**config.mk**
```make
export PLATFORM = sky130hd
export DESIGN_NAME = pll_reset_sequencer_flat
export DESIGN_NICKNAME = d
export VERILOG_FILES = /design/src/rtl/pll_reset_sequencer_if.sv /design/src/rtl/pll_reset_sequencer.sv /design/src/flat_wrapper.sv
export SDC_FILE = /design/constraint.sdc
export NUM_CORES = 1
export LEC_CHECK = 0
export CAP_MARGIN = 0
export CELL_PAD_IN_SITES_DETAIL_PLACEMENT = 1
export CELL_PAD_IN_SITES_GLOBAL_PLACEMENT = 1
export CORE_AREA = 2 2 87 89
export DETAILED_ROUTE_END_ITERATION = 8
export DIE_AREA = 0 0 89 91
export GPL_ROUTABILITY_DRIVEN = 0
export GPL_TIMING_DRIVEN = 0
export PLACE_DENSITY_LB_ADDON = 0.1
export SLEW_MARGIN = 20
export SYNTH_ARGS = -nofsm -noshare
export SYNTH_HDL_FRONTEND = slang
export SYNTH_SLANG_ARGS = --single-unit
```
**constraint.sdc**
```tcl
create_clock -name i_clk -period 5.5 [get_ports i_clk]
set_clock_uncertainty 0.05 [all_clocks]
set_input_delay 0.825 -clock i_clk [delete_from_list [all_inputs] [get_ports i_clk]]
set_output_delay 0.825 -clock i_clk [all_outputs]
set_load 0.02 [all_outputs]
```
**src/rtl/pll_reset_sequencer_if.sv**
```systemverilog
// Control/status bundle between the PLL reset sequencer and its environment.
// slave  : the sequencer (samples lock/restart, drives reset and status)
// master : the board-level controller or bench (drives lock/restart)
// Signals:
//   i_pll_locked      PLL lock, asynchronous to the reference clock
//   i_restart         single-cycle software restart request
//   o_pll_reset       active-high PLL reset
//   o_domain_rst_n    active-low per-domain resets, bit 0 released first
//   o_ready           all domains released and lock good
//   o_fault           retries exhausted
//   o_retry_count     failed lock attempts in the current sequence
//   o_lock_loss_count saturating lock-loss count (RELEASE/RUN only)
//   o_state           sequencer state code
interface pll_reset_sequencer_if #(
  parameter int NUM_DOMAINS = 3,
  parameter int RC_W        = 3
);
  logic                   i_pll_locked;
  logic                   i_restart;
  logic                   o_pll_reset;
  logic [NUM_DOMAINS-1:0] o_domain_rst_n;
  logic                   o_ready;
  logic                   o_fault;
  logic [RC_W-1:0]        o_retry_count;
  logic [7:0]             o_lock_loss_count;
  logic [2:0]             o_state;

  modport master (
    output i_pll_locked, i_restart,
    input  o_pll_reset, o_domain_rst_n, o_ready, o_fault,
           o_retry_count, o_lock_loss_count, o_state
  );

  modport slave (
    input  i_pll_locked, i_restart,
    output o_pll_reset, o_domain_rst_n, o_ready, o_fault,
           o_retry_count, o_lock_loss_count, o_state
  );
endinterface

```
**src/rtl/pll_reset_sequencer.sv**
```systemverilog
// PLL power-up / lock / reset-tree sequencer. Runs on the free-running
// reference clock. Holds the PLL in reset, qualifies lock with a timeout and
// bounded retries, then releases domain resets in order with a fixed gap.
// Ports:
//   i_clk   free-running reference clock
//   i_rst_n asynchronous active-low reset
//   bus     pll_reset_sequencer_if.slave (lock/restart in, resets/status out)
module pll_reset_sequencer #(
  parameter int PLL_RST_CYCLES     = 16,
  parameter int LOCK_TIMEOUT       = 65536,
  parameter int LOCK_STABLE_CYCLES = 256,
  parameter int NUM_DOMAINS        = 3,
  parameter int RELEASE_GAP        = 8,
  parameter int MAX_RETRIES        = 4,
  parameter int RC_W               = $clog2(MAX_RETRIES + 1)
) (
  input logic                  i_clk,
  input logic                  i_rst_n,
  pll_reset_sequencer_if.slave bus
);

  localparam int HOLD_W = $clog2(PLL_RST_CYCLES + 1);
  localparam int TMR_W  = $clog2(LOCK_TIMEOUT + 1);
  localparam int STAB_W = $clog2(LOCK_STABLE_CYCLES + 1);
  localparam int GAP_W  = $clog2(NUM_DOMAINS * RELEASE_GAP + 2);

  localparam logic [HOLD_W-1:0] HOLD_LAST = HOLD_W'(PLL_RST_CYCLES - 1);
  localparam logic [TMR_W-1:0]  TMR_LAST  = TMR_W'(LOCK_TIMEOUT - 1);
  localparam logic [STAB_W-1:0] STAB_LAST = STAB_W'(LOCK_STABLE_CYCLES - 1);
  localparam logic [GAP_W-1:0]  GAP_LAST  = GAP_W'(NUM_DOMAINS * RELEASE_GAP);
  localparam logic [RC_W-1:0]   RC_MAX    = RC_W'(MAX_RETRIES);

  typedef enum logic [2:0] {
    S_RESET_HOLD  = 3'd0,
    S_WAIT_LOCK   = 3'd1,
    S_LOCK_STABLE = 3'd2,
    S_RELEASE     = 3'd3,
    S_RUN         = 3'd4,
    S_FAULT       = 3'd5
  } state_e;

  state_e                 state_q;
  logic [1:0]             sync_q;
  logic [HOLD_W-1:0]      hold_q;
  logic [TMR_W-1:0]       tmr_q;
  logic [STAB_W-1:0]      stab_q;
  logic [GAP_W-1:0]       gap_q;
  logic [RC_W-1:0]        retry_q;
  logic [7:0]             loss_q;
  logic                   pll_reset_q;
  logic [NUM_DOMAINS-1:0] dom_q;
  logic                   ready_q;
  logic                   fault_q;

  logic                   locked_s;
  logic                   lock_lost;
  logic [RC_W-1:0]        retry_d;
  logic [7:0]             loss_d;
  logic [NUM_DOMAINS-1:0] rel_d;

  assign locked_s  = sync_q[1];
  assign lock_lost = !locked_s && (state_q == S_RELEASE || state_q == S_RUN);
  assign retry_d   = retry_q + RC_W'(1);
  assign loss_d    = (loss_q == 8'hFF) ? loss_q : loss_q + 8'd1;

  // Domain k is released on the edge where the in-RELEASE cycle count reaches
  // (k+1)*RELEASE_GAP, so the registered bit is high from that cycle on.
  always_comb begin
    rel_d = '0;
    for (int k = 0; k < NUM_DOMAINS; k++)
      rel_d[k] = (int'(gap_q) + 1) >= (k + 1) * RELEASE_GAP;
  end

  always_ff @(posedge i_clk or negedge i_rst_n) begin
    if (!i_rst_n) begin
      state_q     <= S_RESET_HOLD;
      sync_q      <= '0;
      hold_q      <= '0;
      tmr_q       <= '0;
      stab_q      <= '0;
      gap_q       <= '0;
      retry_q     <= '0;
      loss_q      <= '0;
      pll_reset_q <= 1'b1;
      dom_q       <= '0;
      ready_q     <= 1'b0;
      fault_q     <= 1'b0;
    end else begin
      sync_q <= {sync_q[0], bus.i_pll_locked};
      // Loss is counted even when a restart lands in the same cycle.
      if (lock_lost) loss_q <= loss_d;

      if (bus.i_restart || lock_lost) begin
        state_q     <= S_RESET_HOLD;
        hold_q      <= '0;
        pll_reset_q <= 1'b1;
        dom_q       <= '0;
        ready_q     <= 1'b0;
        if (bus.i_restart) begin
          retry_q <= '0;
          fault_q <= 1'b0;
        end
      end else begin
        case (state_q)
          S_RESET_HOLD: begin
            if (hold_q == HOLD_LAST) begin
              state_q     <= S_WAIT_LOCK;
              pll_reset_q <= 1'b0;
              tmr_q       <= '0;
            end else begin
              hold_q <= hold_q + HOLD_W'(1);
            end
          end
          S_WAIT_LOCK, S_LOCK_STABLE: begin
            // One timer spans the whole attempt, so lock chatter between
            // WAIT_LOCK and LOCK_STABLE cannot extend it.
            if (tmr_q == TMR_LAST) begin
              retry_q     <= retry_d;
              hold_q      <= '0;
              pll_reset_q <= 1'b1;
              if (retry_d == RC_MAX) begin
                state_q <= S_FAULT;
                fault_q <= 1'b1;
              end else begin
                state_q <= S_RESET_HOLD;
              end
            end else begin
              tmr_q <= tmr_q + TMR_W'(1);
              if (state_q == S_WAIT_LOCK) begin
                if (locked_s) begin
                  state_q <= S_LOCK_STABLE;
                  stab_q  <= '0;
                end
              end else if (!locked_s) begin
                state_q <= S_WAIT_LOCK;
              end else if (stab_q == STAB_LAST) begin
                state_q <= S_RELEASE;
                gap_q   <= '0;
              end else begin
                stab_q <= stab_q + STAB_W'(1);
              end
            end
          end
          S_RELEASE: begin
            dom_q <= rel_d;
            if (gap_q == GAP_LAST) begin
              state_q <= S_RUN;
              ready_q <= 1'b1;
              retry_q <= '0;
            end else begin
              gap_q <= gap_q + GAP_W'(1);
            end
          end
          S_RUN, S_FAULT: ;
          default: begin
            state_q     <= S_RESET_HOLD;
            hold_q      <= '0;
            pll_reset_q <= 1'b1;
            dom_q       <= '0;
            ready_q     <= 1'b0;
          end
        endcase
      end
    end
  end

  assign bus.o_pll_reset       = pll_reset_q;
  assign bus.o_domain_rst_n    = dom_q;
  assign bus.o_ready           = ready_q;
  assign bus.o_fault           = fault_q;
  assign bus.o_retry_count     = retry_q;
  assign bus.o_lock_loss_count = loss_q;
  assign bus.o_state           = state_q;

endmodule

```
**src/flat_wrapper.sv**
```systemverilog
// flat-port wrapper written by rule: the top's interface ports become plain ports
module pll_reset_sequencer_flat 
#(
  parameter int PLL_RST_CYCLES     = 16,
  parameter int LOCK_TIMEOUT       = 65536,
  parameter int LOCK_STABLE_CYCLES = 256,
  parameter int NUM_DOMAINS        = 3,
  parameter int RELEASE_GAP        = 8,
  parameter int MAX_RETRIES        = 4,
  parameter int RC_W               = $clog2(MAX_RETRIES + 1)
)
  (i_clk, i_rst_n, bus_i_pll_locked, bus_i_restart, bus_o_pll_reset, bus_o_domain_rst_n, bus_o_ready, bus_o_fault, bus_o_retry_count, bus_o_lock_loss_count, bus_o_state);
  pll_reset_sequencer_if #(.NUM_DOMAINS(NUM_DOMAINS), .RC_W(RC_W)) bus_i ();
  input logic i_clk;
  input logic i_rst_n;
  input wire logic [$bits(bus_i.i_pll_locked)-1:0] bus_i_pll_locked;
  input wire logic [$bits(bus_i.i_restart)-1:0] bus_i_restart;
  output wire logic [$bits(bus_i.o_pll_reset)-1:0] bus_o_pll_reset;
  output wire logic [$bits(bus_i.o_domain_rst_n)-1:0] bus_o_domain_rst_n;
  output wire logic [$bits(bus_i.o_ready)-1:0] bus_o_ready;
  output wire logic [$bits(bus_i.o_fault)-1:0] bus_o_fault;
  output wire logic [$bits(bus_i.o_retry_count)-1:0] bus_o_retry_count;
  output wire logic [$bits(bus_i.o_lock_loss_count)-1:0] bus_o_lock_loss_count;
  output wire logic [$bits(bus_i.o_state)-1:0] bus_o_state;
  assign bus_i.i_pll_locked = bus_i_pll_locked;
  assign bus_i.i_restart = bus_i_restart;
  assign bus_o_pll_reset = bus_i.o_pll_reset;
  assign bus_o_domain_rst_n = bus_i.o_domain_rst_n;
  assign bus_o_ready = bus_i.o_ready;
  assign bus_o_fault = bus_i.o_fault;
  assign bus_o_retry_count = bus_i.o_retry_count;
  assign bus_o_lock_loss_count = bus_i.o_lock_loss_count;
  assign bus_o_state = bus_i.o_state;
  pll_reset_sequencer #(.PLL_RST_CYCLES(PLL_RST_CYCLES), .LOCK_TIMEOUT(LOCK_TIMEOUT), .LOCK_STABLE_CYCLES(LOCK_STABLE_CYCLES), .NUM_DOMAINS(NUM_DOMAINS), .RELEASE_GAP(RELEASE_GAP), .MAX_RETRIES(MAX_RETRIES), .RC_W(RC_W)) u_core (.i_clk(i_clk), .i_rst_n(i_rst_n), .bus(bus_i));
endmodule
```
==> results_dict.tcl <==
set metrics [dict create \
    die_w_um 89 \
    drive_gt1_share_pct 9.66 \
    netlist_area_um2 3420 \
    grt_use_total_pct 23.8 \
    criticalPathCategory "reg -> reg" \
    cellPowerDensity_nw_per_um2 332 \
    use_met2_pct 40.7 \
    ys.flop_type "dfrtp_1" \
    globalRouteMet3Util_pct 4.27 \
    fin_nets 424 \
    rsz0062_at_grt "no" \
    fin_crit_ps 3140 \
    power.share.clock_pct 25.8 \
    outcome "finished, final reports clean" \
    cell_internal_pwr_uw 827 \
    placementRows 31 \
    sw_frac_of_total_pct 37.1 \
    cp.required_ps 5700 \
    synth_seq_area_share_pct 42.5 \
    dr_total_vias 3036 \
    critPathLaunchType "flop" \
    yosys_warnings 0 \
    grt_pass1_vias 3267 \
    fin_tns_setup_ps 0 \
    seqPwrFrac_pct 41.5 \
    ys_types 60 \
    syn_inst 374 \
    async_reset_ff_share_pct 100 \
    die_h_um 91 \
    via_per_inst 5.92 \
    fin_hold_ws_ps 298 \
    grt_most_used_layer "met2" \
    ctsResizeCount 0 \
    peakVddDrop_mv 0.258 \
    p_leak_uw 0.00168 \
    htree_levels 3 \
    worstPathArrival_ps 3340 \
    reg2reg_slack_ps 2360 \
    max_freq_mhz 318 \
    layout_commonest_cell "dfrtp_1" \
    synth_area_per_cell_um2 9.15 \
    syn-num-nets 389 \
    dp_hpwl_um 6350 \
    cts_num_sinks 58 \
    switching_power_uw 487 \
    io_buffers 23 \
    end_kind "flop" \
    clockRootBuffer "clkbuf_8" \
    coreArea_um2 7140 \
    setup_violations 0 \
    min_period_over_period_pct 57.1 \
    grt_max_degree 35 \
    synth_edf_count 0 \
    clkSlewWorstSetupHoldPaths_ps 70 \
    worstSkewPairLatency_ps 330 \
    start_util_pct 47.9 \
    wire_per_inst_um 16.9 \
    antenna_found_initial 0 \
    gr-total-overflow 0 \
    maxCapViolations 0 \
    path_max_fanout 10 \
    min_path_type "reg -> reg" \
    max_slew_margin_pct 46.6 \
    combPwrFrac_pct 32.7 \
    die_area_um2 8100 \
    drt_iter0_markers 93 \
    area_growth_pct 15.5 \
    post_cts_buffers 0 \
    firstDrtPassIters 4 \
    cts_buffers 9 \
    grt_pass1_wl_um 15400 \
    hold_violations 0 \
    final_cell_mix "dfrtp_1, o21ai_0, nand2_1, a21oi_1, clkdlybuf4s50_1" \
    drv_slew 0 \
    drc 0 \
    final_antenna_net_count 0 \
    synth-seq-cells 58 \
    antenna_cells 0 \
    fin_util_pct 55.4 \
    clock_path_buffers 2 \
    wirelength_um 8690 \
    cts-hold-fix-buffers 0 \
    tightestPinTransition_ps 794 \
    met1_usage_pct 30.1 \
    tritoncts "yes" \
    nFillCells 867 \
    boundaryPins 24 \
]
==> power groups by stage <==
stage               Clock, uW  Sequential (uW)  Combinational, uW
floorplan                   0              560                265
finish                    339              545                430
CTS                       348              545                430
global route              369              557                485
detailed placement          0              553                425
global placement            0              549                405
==> cells in the mapped netlist (2+ instances only) <==
library cell | instances | share of area, %
xor2_1 | 8 | 2.0
and3_1 | 10 | 1.8
nor3_1 | 4 | 0.59
and2_1 | 5 | 0.91
nand2_1 | 29 | 3.2
a21oi_1 | 23 | 3.4
buf_2 | 9 | 1.3
o21ai_0 | 31 | 4.5
a31oi_1 | 7 | 1.3
inv_1 | 17 | 1.9
o21ai_1 | 5 | 0.73
nor3b_1 | 3 | 0.66
nor4_1 | 3 | 0.55
and4_1 | 4 | 1.0
or4_1 | 11 | 2.4
a2111oi_2 | 2 | 0.88
nand4_1 | 10 | 1.8
a221o_1 | 2 | 0.59
ha_1 | 11 | 4.0
dfrtp_1 | 57 | 42
nand4b_1 | 2 | 0.51
nor2_1 | 16 | 1.8
o31a_1 | 2 | 0.51
or3_1 | 9 | 1.6
nand3_1 | 19 | 2.8
mux2_2 | 5 | 1.6
nor2b_1 | 4 | 0.73
o21a_1 | 2 | 0.44
nand3b_1 | 2 | 0.44
o211ai_1 | 3 | 0.66
nand2b_1 | 7 | 1.3
and4b_1 | 2 | 0.59
clkbuf_1 | 12 | 1.3
o31ai_1 | 10 | 2.2
or2_2 | 3 | 0.55
==> cells by family (layout without fill, tap and decap cells) <==
| kind of cell | Yosys count | in the layout | share of synthesized area (%) |
|---|---|---|---|
| simple gates | 150 | 150 | 25.6 |
| compound gates | 102 | 102 | 19.0 |
| flops | 58 | 58 | 42.5 |
| buf+inv | 39 | 79 | 4.72 |
| fa+ha+maj | 11 | 11 | 4.02 |
| xor+xnor | 9 | 9 | 2.52 |
| mux | 5 | 5 | 1.65 |
==> worst max-delay path, cell delays in order, from the launching register on <==
cell,delay (ps)
dfrtp_1,440
and4_1,210
buf_2,180
nand4_1,160
nor2_1,160
ha_1,290
nor2b_1,70
o311ai_1,580
buf_2,340
buf_2,270
o21ai_0,130
a21oi_1,170
==> cell type report <==
type	instances	area [um2]	share of cell area [%]
flip-flops and latches	58	1450	36.8
repair buffers	24	248	6.27
multi-input cells	277	1810	45.7
clock buffers	16	160	4.05
plain buffers	22	97.6	2.47
inverters	17	63.8	1.61
well taps	99	124	3.13
==> per-layer routing <==
| metal | up-vias | part of all wire (%) |
|---|---|---|
| li1 | 1455 | - |
| met1 | 1530 | 45 |
| met2 | 43 | 52 |
| met3 | 8 | 2.4 |
| met4 | 0 | 0.87 |
| met5 | - | 0 |
==> stage by stage <==
| stage | worst slack, ps | cell area (um2) | total power, uW | cells |
|---|---|---|---|---|
| floorplan | 3050 | 3420 | 826 | 374 |
| global placement | 1650 | 3770 | 955 | 496 |
| detailed placement | 2350 | 3790 | 978 | 497 |
| CTS | 2340 | 3950 | 1320 | 513 |
| global route | 2020 | 3950 | 1410 | 513 |
| finish | 2360 | 3950 | 1310 | 513 |
==> state kept, by name, summed over array words and instances, names as in the netlist <==
name and cells:
u_core.bus.o_lock_loss_count 8, u_core.gap_q 5, u_core.bus.o_ready 1, u_core.tmr_q 17, u_core.bus.o_pll_reset 1, u_core.bus.o_fault 1
u_core.stab_q 9, u_core.sync_q 2, u_core.bus.o_domain_rst_n 3, u_core.hold_q 5, u_core.bus.o_state 3, u_core.bus.o_retry_count 3
==> final timing paths <==
| check | startpoint | end | cells past startpoint |
|---|---|---|---|
| setup / recovery | u_core.tmr_q[3] | u_core.tmr_q[4] | 11 |
| hold / removal | u_core.sync_q[0] | u_core.sync_q[1] | 0 |
| setup reg to reg | u_core.tmr_q[3] | u_core.tmr_q[4] | 11 |
| hold reg to reg | u_core.sync_q[0] | u_core.sync_q[1] | 0 |
| max in group asynchronous | i_rst_n | u_core.bus.o_pll_reset | 2 |
| min in group asynchronous | i_rst_n | u_core.tmr_q[12] | 1 |
Power figures use the tool's default switching activity.
